===== config.mk =====
export PLATFORM = sky130hd
export DESIGN_NAME = clock_config_sequencer
export DESIGN_NICKNAME = d
export VERILOG_FILES = /design/src/rtl/clock_config_sequencer_pkg.sv /design/src/rtl/clock_config_sequencer_timer.sv /design/src/rtl/clock_config_sequencer.sv
export SDC_FILE = /design/constraint.sdc
export NUM_CORES = 1
export LEC_CHECK = 0
export ABC_AREA = 1
export CAP_MARGIN = 20
export CORE_MARGIN = 1
export CORE_UTILIZATION = 58
export CTS_CLUSTER_SIZE = 10
export DETAILED_ROUTE_END_ITERATION = 12
export GPL_ROUTABILITY_DRIVEN = 1
export GPL_TIMING_DRIVEN = 1
export MAX_ROUTING_LAYER = met4
export PLACE_DENSITY = 0.82
export SLEW_MARGIN = 20
export SYNTH_ARGS = -nofsm -noshare
export SYNTH_HDL_FRONTEND = slang
export SYNTH_SLANG_ARGS = --single-unit
export TNS_END_PERCENT = 5

===== constraint.sdc =====
create_clock -name clk -period 2.25 [get_ports clk]
set_clock_uncertainty 0.1 [all_clocks]
set_input_delay 0.3375 -clock clk [delete_from_list [all_inputs] [get_ports clk]]
set_output_delay 0.3375 -clock clk [all_outputs]
set_load 0.01 [all_outputs]

===== src/rtl/clock_config_sequencer_pkg.sv =====
// rtl/clock_config_sequencer_pkg.sv - state encoding, default waits and dwell helper for the clock sequencer
package clock_config_sequencer_pkg;

    typedef enum logic [2:0] {
        ST_IDLE    = 3'd0,
        ST_HOLD    = 3'd1,
        ST_PARK    = 3'd2,
        ST_PLLON   = 3'd3,
        ST_APPLY   = 3'd4,
        ST_SELECT  = 3'd5,
        ST_RELEASE = 3'd6
    } state_t;

    localparam int DEF_RST_HOLD   = 4;
    localparam int DEF_SYNC_WAIT  = 8;
    localparam int DEF_PLL_SETTLE = 256;
    localparam int DEF_CNT_W      = 16;

    // A wait of N occupies max(N,1) cycles, so the counter starts at max(N,1)-1.
    function automatic int dwell_load(input int n);
        return (n < 1) ? 0 : n - 1;
    endfunction

endpackage


===== src/rtl/clock_config_sequencer_timer.sv =====
// rtl/clock_config_sequencer_timer.sv - loadable down-counter shared by every dwell state
module clock_config_sequencer_timer #(
    parameter int CNT_W = 16
) (
    input  logic             clk,
    input  logic             reset,
    input  logic             load,
    input  logic [CNT_W-1:0] load_value,
    output logic             zero
);

    logic [CNT_W-1:0] value;

    // Load on state entry, otherwise count down and park at zero.
    always_ff @(posedge clk) begin
        if (reset) begin
            value <= '0;
        end else if (load) begin
            value <= load_value;
        end else if (value != '0) begin
            value <= value - 1'b1;
        end
    end

    assign zero = (value == '0);

endmodule


===== src/rtl/clock_config_sequencer.sv =====
// rtl/clock_config_sequencer.sv - parks the core on the pad clock, starts the PLL, applies dividers, selects source
module clock_config_sequencer
    import clock_config_sequencer_pkg::*;
#(
    parameter int RST_HOLD   = DEF_RST_HOLD,
    parameter int SYNC_WAIT  = DEF_SYNC_WAIT,
    parameter int PLL_SETTLE = DEF_PLL_SETTLE,
    parameter int CNT_W      = DEF_CNT_W
) (
    input  logic       clk,
    input  logic       reset,
    input  logic       req_valid,
    output logic       req_ready,
    input  logic       req_ext_clk_sel,
    input  logic [2:0] req_sel,
    input  logic [2:0] req_sel2,
    output logic       ext_clk_sel,
    output logic [2:0] sel,
    output logic [2:0] sel2,
    output logic       ext_reset,
    output logic       pll_ena,
    output logic       busy,
    output logic       done
);

    localparam logic [CNT_W-1:0] LD_HOLD   = CNT_W'(dwell_load(RST_HOLD));
    localparam logic [CNT_W-1:0] LD_SYNC   = CNT_W'(dwell_load(SYNC_WAIT));
    localparam logic [CNT_W-1:0] LD_SETTLE = CNT_W'(dwell_load(PLL_SETTLE));

    state_t           state;
    logic             tgt_ext_clk_sel;
    logic [2:0]       tgt_sel;
    logic [2:0]       tgt_sel2;
    logic             accept;
    logic             timer_load;
    logic [CNT_W-1:0] timer_value;
    logic             timer_zero;

    assign accept = req_valid & req_ready;

    clock_config_sequencer_timer #(
        .CNT_W(CNT_W)
    ) u_timer (
        .clk        (clk),
        .reset      (reset),
        .load       (timer_load),
        .load_value (timer_value),
        .zero       (timer_zero)
    );

    // Reload the dwell counter on every transition into a timed state.
    always_comb begin
        timer_load  = 1'b0;
        timer_value = '0;
        case (state)
            ST_IDLE: begin
                if (accept) begin
                    timer_load  = 1'b1;
                    timer_value = LD_HOLD;
                end
            end
            ST_HOLD: begin
                if (timer_zero) begin
                    timer_load  = 1'b1;
                    timer_value = LD_SYNC;
                end
            end
            ST_PARK: begin
                if (timer_zero) begin
                    timer_load  = 1'b1;
                    timer_value = tgt_ext_clk_sel ? LD_SYNC : LD_SETTLE;
                end
            end
            ST_PLLON, ST_APPLY: begin
                if (timer_zero) begin
                    timer_load  = 1'b1;
                    timer_value = LD_SYNC;
                end
            end
            default: ;
        endcase
    end

    // Sequencer FSM; dividers only move while the core is parked on the pad clock.
    always_ff @(posedge clk) begin
        if (reset) begin
            state           <= ST_IDLE;
            ext_clk_sel     <= 1'b1;
            sel             <= 3'd0;
            sel2            <= 3'd0;
            ext_reset       <= 1'b0;
            pll_ena         <= 1'b0;
            busy            <= 1'b0;
            done            <= 1'b0;
            req_ready       <= 1'b1;
            tgt_ext_clk_sel <= 1'b1;
            tgt_sel         <= 3'd0;
            tgt_sel2        <= 3'd0;
        end else begin
            done <= 1'b0;
            case (state)
                ST_IDLE: begin
                    if (accept) begin
                        tgt_ext_clk_sel <= req_ext_clk_sel;
                        tgt_sel         <= req_sel;
                        tgt_sel2        <= req_sel2;
                        ext_reset       <= 1'b1;
                        busy            <= 1'b1;
                        req_ready       <= 1'b0;
                        state           <= ST_HOLD;
                    end
                end
                ST_HOLD: begin
                    if (timer_zero) begin
                        ext_clk_sel <= 1'b1;
                        state       <= ST_PARK;
                    end
                end
                ST_PARK: begin
                    if (timer_zero) begin
                        if (!tgt_ext_clk_sel) begin
                            pll_ena <= 1'b1;
                            state   <= ST_PLLON;
                        end else begin
                            pll_ena <= 1'b0;
                            sel     <= tgt_sel;
                            sel2    <= tgt_sel2;
                            state   <= ST_APPLY;
                        end
                    end
                end
                ST_PLLON: begin
                    if (timer_zero) begin
                        sel   <= tgt_sel;
                        sel2  <= tgt_sel2;
                        state <= ST_APPLY;
                    end
                end
                ST_APPLY: begin
                    if (timer_zero) begin
                        ext_clk_sel <= tgt_ext_clk_sel;
                        state       <= ST_SELECT;
                    end
                end
                ST_SELECT: begin
                    if (timer_zero) begin
                        state <= ST_RELEASE;
                    end
                end
                ST_RELEASE: begin
                    ext_reset <= 1'b0;
                    done      <= 1'b1;
                    busy      <= 1'b0;
                    req_ready <= 1'b1;
                    state     <= ST_IDLE;
                end
                default: begin
                    state <= ST_IDLE;
                end
            endcase
        end
    end

endmodule


==> results.toml, run 1 <==
[power_and_ir_drop]
cellLeakagePower_nw = 1.07
vdd_drop_max_mv = 0.995
powerDensity_nw_per_um2 = 1530
total_power_mw = 3.44

[grt]
first_global_vias = 1571
grt_max_degree = 19
grt_antenna_before_repair = 0
grt_use_total_pct = 25.8
grt_pass1_wl_mm = 6.53
overflow = 0

[clock_tree]
htree_levels = 2
ctsHoldBuffers = 0
clk_transition_reported_paths_ps = 120
ctsRootBufferMaster = "clkbuf_4"
cts_setup_buffers = 0
clock_path_buffers = 2
clock_latency_ps = 340
cts_buffers = 5
cts_tree = "built"
ctsResizeCount = 0
clock-sinks = 37

[min_path]
hold_path_class = "reg -> reg"

[synthesis]
yosysUniqueCellTypes = 31
yosysMostFrequentCell = "nand2_1"
yosysTopAreaCellShare_pct = 39.0
yosysWarnings = 0
postSynthCellCount = 279
ys_top_cells_by_area = "dfxtp_1, nand2_1, nor2_1, inv_1, nand3_1"
synth-edff-count = 0
avgSynthCellArea_sq_um = 6.81
muxShareOfSynthArea_pct = 0
synth-simple-area-share_pct = 41.9
async_flop_share_pct = 0
synth_fa_ha_area_share_pct = 0.659
synth_area_sq_um = 1900
ys_top_cells_by_count = "nand2_1, nor2_1, dfxtp_1, inv_1, nand3_1"
synth_seq_cells = 37
synth_top_family_by_area = "simple AND/OR/NAND/NOR gates"
seq_area_frac_synth_pct = 39.0
synth_flop_cell = "dfxtp_1"
synth_xor_xnor_area_share_pct = 3.69
synth_nets = 290
synth_area_leader_cell = "dfxtp_1"
synth_compound_area_share_pct = 6.52

[sta]
tightest_slew_ps = 356
fin_setup_tns_ps = 0
fin_crit_ps = 1730
max-slew-margin-rel_pct = 76.2
timing.final.ws_setup_ps = 519
setup_violations = 0
period_share_pct = 76.9
maxClockFrequency_mhz = 578
rsz0062_at_grt = "false"
worst_hold_slack_ps = 371
hold_viol_final = 0
drv_slew = 0

[drt]
post_drt_wl_per_cell_um = 11.4
dr.first_iter.drc_count = 107
via_count = 1744
dr.pass1.iters = 4
finalWirelength_mm = 3.95
postRouteAntennaNets = 0
route.detailed.drc = 0
vias_per_cell = 5.03

[finish]
final_cells = 347
fillers = 269
seqCellArea_sq_um = 741
post-route-util_pct = 72.8
nets = 313
antenna-diode-count = 0
design_area_sq_um = 2240
area_growth_pct = 17.9
drive_above_1_share_pct = 10.9
multi_input_area_sq_um = 1000

[worst_setup_path]
worstPathArrival_ps = 1890
critPathSlowestCell = "dfxtp_1"
reg2reg_from = "u_timer.value[0]$_SDFFE_PP0P_"
path_cells = "inv_1 > ha_1 > nand2_4 > nor2_8 > nand2_4 > clkinv_2 > nand2_2 > nand2_1 > nand2_1 > nor2_1"
reg2reg_to = "sel[0]$_SDFFE_PP0P_"
crit_fanout = 13
worstSetupEndpointType = "register"
worst-r2r-cell-count = 10
cp-start-kind = "register"
required_ps = 2400
max_stage_delay_ps = 360
setup.worst_path.class = "reg -> reg"
cp_num_buf_inv = 2
cp_num_cells = 10
reg2reg_slack_ps = 520
crit_family = "simple AND/OR/NAND/NOR gates"
crit_path_end = "sel[0]$_SDFFE_PP0P_"
startpoint = "u_timer.value[0]$_SDFFE_PP0P_"

[place]
dp_cells = 339
routabilityCongestion = 0.884
hpwl_mm = 2.92
portBuffers = 21
place_area_sq_um = 2140
dpl_worst_slack_ps = 381

[floorplanning]
die_x_um = 59.2
die_h_um = 59.2
io-pin-count = 22
rows = 20
die-area_sq_um = 3510
initial_core_util_pct = 61.7
core_area_sq_um = 3080

[run]
drv_cap = 0

[outcome]
status = "finished, final reports clean"
==> sequential cells by signal, summed over array words and instances, names as in the netlist <==
name and flops:
pll_ena 1, done 1, tgt_ext_clk_sel 1, state 3
sel2 3, ext_clk_sel 1, u_timer.value 16, tgt_sel2 3
req_ready 1, tgt_sel 3, sel 3, busy 1
==> cells in the final DEF (no fill, tap or decap), types with 2 or more instances in the layout <==
cell type        synthesis  layout
a21oi_1                 16      16
buf_4                    2       2
bufinv_16                0       2
clkbuf_4                 0       5
clkdlybuf4s50_1          0      21
clkinv_2                 1       2
dfxtp_1                 37      37
inv_1                   25      25
inv_2                    3       3
nand2_1                 70      70
nand2_2                  6       6
nand2_4                  3       3
nand3_1                 18      18
nand4_1                  3       3
nor2_1                  59      59
nor2_2                   3       3
nor2_4                   2       2
nor2_8                   2       2
nor3_1                   2       2
o21ai_0                  3       3
o21ai_1                  3       3
xnor2_1                  2       2
xor2_1                   6       6
==> metal layers <==
| metal | global-route usage (%) | part of all wire [%] | vias to the layer above |
|---|---|---|---|
| met5 | - | 0 | - |
| met4 | 9.18 | 1.9 | 0 |
| met3 | 6.77 | 3.3 | 10 |
| met2 | 42.7 | 48 | 38 |
| met1 | 30.1 | 47 | 781 |
| li1 | - | - | 915 |
==> area by class of cell <==
| cell class | instances | area share, % |
|---|---|---|
| flip-flops and latches | 37 | 33.1 |
| inverters | 30 | 5.08 |
| repair buffers | 23 | 10.1 |
| well taps | 44 | 2.46 |
| multi-input cells | 205 | 44.7 |
| clock buffers | 5 | 1.68 |
| clock inverters | 3 | 2.91 |
==> worst register-to-register path: stages (launching register included) <==
cell,delay [ps]
dfxtp_1,360
inv_1,60
ha_1,260
nand2_4,140
nor2_8,60
nand2_4,110
clkinv_2,80
nand2_2,240
nand2_1,110
nand2_1,80
nor2_1,50
==> report_power, final <==
group / internal (mW) / leakage (nW) / switching, mW
logic: 0.685 / 0.711 / 1.18
clock network: 0.344 / 0.0552 / 0.226
registers: 0.838 / 0.302 / 0.163
total: 1.87 / 1.07 / 1.57
==> worst min path at each step <==
stage | start | cells past startpoint | to
after floorplan | tgt_sel2[0]$_SDFFE_PP0N_ | 2 | tgt_sel2[0]$_SDFFE_PP0N_
after global placement | tgt_sel[0]$_SDFFE_PP0N_ | 2 | tgt_sel[0]$_SDFFE_PP0N_
after detailed placement | tgt_sel2[1]$_SDFFE_PP0N_ | 2 | tgt_sel2[1]$_SDFFE_PP0N_
after CTS | tgt_sel2[1]$_SDFFE_PP0N_ | 2 | tgt_sel2[1]$_SDFFE_PP0N_
after global routing | tgt_sel[1]$_SDFFE_PP0N_ | 2 | tgt_sel[1]$_SDFFE_PP0N_
final | tgt_sel[1]$_SDFFE_PP0N_ | 2 | tgt_sel[1]$_SDFFE_PP0N_
==> kinds of logic (layout without fill, tap and decap cells) <==
family                   count (synthesis)  after routing
adder cells (fa/ha/maj)                  1              1
XOR/XNOR                                 8              8
flip-flops                              37             37
buffers and inverters                   37             61
AND/OR/NAND/NOR                        172            172
AO/OA/AOI/OAI                           24             24
(Power assumes the default switching activity.)
==> inputs of run 2 (changes only) <==
--- a/config.mk
+++ b/config.mk
@@ -8,13 +8,13 @@
 export ABC_AREA = 1
 export CAP_MARGIN = 20
 export CORE_MARGIN = 1
-export CORE_UTILIZATION = 58
+export CORE_UTILIZATION = 55
 export CTS_CLUSTER_SIZE = 10
 export DETAILED_ROUTE_END_ITERATION = 12
 export GPL_ROUTABILITY_DRIVEN = 1
 export GPL_TIMING_DRIVEN = 1
 export MAX_ROUTING_LAYER = met4
-export PLACE_DENSITY = 0.82
+export PLACE_DENSITY = 0.79
 export SLEW_MARGIN = 20
 export SYNTH_ARGS = -nofsm -noshare
 export SYNTH_HDL_FRONTEND = slang
==> constraint.sdc (replaced) <==
create_clock -name clk -period 1.7 [get_ports clk]
set_clock_uncertainty 0.1 [all_clocks]
set_input_delay 0.255 -clock clk [delete_from_list [all_inputs] [get_ports clk]]
set_output_delay 0.255 -clock clk [all_outputs]
set_load 0.01 [all_outputs]
==> results.toml, run 2 (synthesis results as in run 1) <==
[floorplanning]
die_h_um = 60.8
core_area_sq_um = 3150
io-pin-count = 22
die-area_sq_um = 3690
die_x_um = 60.8
initial_core_util_pct = 60.2
rows = 20

[place]
portBuffers = 21
place_area_sq_um = 2230
hpwl_mm = 3.13
routabilityCongestion = 0.871

[worst_setup_path]
cp-start-kind = "register"
crit_family = "buffers and inverters"
worstPathArrival_ps = 1280
reg2reg_from = "u_timer.value[2]$_SDFFE_PP0P_"
cp_num_buf_inv = 1
reg2reg_to = "ext_clk_sel$_SDFFE_PP1P_"
max_stage_delay_ps = 550
required_ps = 1340
worstSetupEndpointType = "output port"
path_cells = "clkdlybuf4s50_1"
reg2reg_slack_ps = 90
critPathSlowestCell = "clkdlybuf4s50_1"
crit_fanout = 3
worst-r2r-cell-count = 9
setup.worst_path.class = "reg -> out"

[finish]
antenna-diode-count = 0
nets = 324
final_common_cell = "nand2_1"
area_growth_pct = 24.4
largest_register_ff_count = 16
largest-register = "u_timer.value"
drive_above_1_share_pct = 16.6
design_area_sq_um = 2360
mostFrequentLayoutCells = "nand2_1, nor2_1, dfxtp_1"

[power_and_ir_drop]
vdd_drop_max_mv = 1.17
cellLeakagePower_nw = 1.13
powerDensity_nw_per_um2 = 2030

[clock_tree]
cts_tree = "built"
ctsRootBufferMaster = "clkbuf_4"
htree_levels = 2
cts_setup_buffers = 0
clk_transition_reported_paths_ps = 120
ctsHoldBuffers = 0
cts_buffers = 5
ctsResizeCount = 0
clock_latency_ps = 350
clock-sinks = 37
clock_path_buffers = 2

[grt]
first_global_vias = 1566
grt_antenna_before_repair = 0
grt_max_degree = 25
grt_use_total_pct = 26.7
grt_pass1_wl_mm = 6.93
overflow = 0

[sta]
hold_viol_final = 0
max-slew-margin-rel_pct = 79.5
tightest_slew_ps = 306
setup_violations = 0
maxClockFrequency_mhz = 611
drv_slew = 0
worst_hold_slack_ps = 352
fin_crit_ps = 1640
period_share_pct = 96.3
rsz0062_at_grt = "true"

[drt]
finalWirelength_mm = 4.36
vias_per_cell = 5.09
dr.first_iter.drc_count = 71
route.detailed.drc = 0
postRouteAntennaNets = 0
via_count = 1823
dr.pass1.iters = 4
post_drt_wl_per_cell_um = 12.2

[run]
drv_cap = 0

[min_path]
min_from = "req_sel2[2]"
hold-path-cell-count = 3
hold_path_class = "in -> reg"
holdPathEnd = "tgt_sel2[2]$_SDFFE_PP0N_"

[outcome]
status = "finished, final reports clean"
run 2: stage by stage:
stage / std cells / setup WS, ps / util [%] / power (mW) / TNS, ps
2_1_floorplan: 279 / 189 / - / 3.30 / 0
3_3_place_gp: 350 / 61.1 / 70.8 / 3.93 / 0
3_5_place_dp: 350 / 10.6 / 70.8 / 3.99 / 0
4_1_cts: 358 / 41.9 / 73.6 / 4.65 / 0
5_1_grt: 358 / -48.3 / 75.0 / 5.19 / -63.9
6_report: 358 / 62.4 / 75.0 / 4.79 / 0
run 2: area by class of cell:
cell class              count  area, sq um
well taps                  44         55.1
repair buffers             34          320
flip-flops and latches     37          741
fillers                   276          790
multi-input cells         205         1040
clock buffers               6         51.3
clock inverters             2         37.5
inverters                  30          114
run 2: worst max-delay path by stage:
stage               slack [ps]  cells past startpoint                          start                              to
floorplan                  190                     10  u_timer.value[0]$_SDFFE_PP0P_            sel2[0]$_SDFFE_PP0P_
global placement            60                      6                      req_valid   u_timer.value[3]$_SDFFE_PP0P_
detailed placement          10                      6                      req_valid   u_timer.value[3]$_SDFFE_PP0P_
CTS                         40                     10  u_timer.value[0]$_SDFFE_PP0P_             sel[0]$_SDFFE_PP0P_
global route               -50                      7  u_timer.value[1]$_SDFFE_PP0P_  u_timer.value[15]$_SDFFE_PP0P_
finish                      60                      1         req_ready$_SDFFE_PP1P_                       req_ready
run 2: power breakdown:
group	internal (mW)	total [mW]	switching (mW)
logic	1.10	2.79	1.70
registers	1.11	1.34	0.235
clock network	0.349	0.653	0.304
total	2.55	4.79	2.24
run 2: routing by layer:
layer / vias up / track usage [%] / wire length (um)
li1: 937 / - / -
met1: 825 / 32.8 / 1960
met2: 48 / 42.7 / 2090
met4: 0 / 11.7 / 130
met5: - / - / 0
met3: 13 / 4.90 / 177
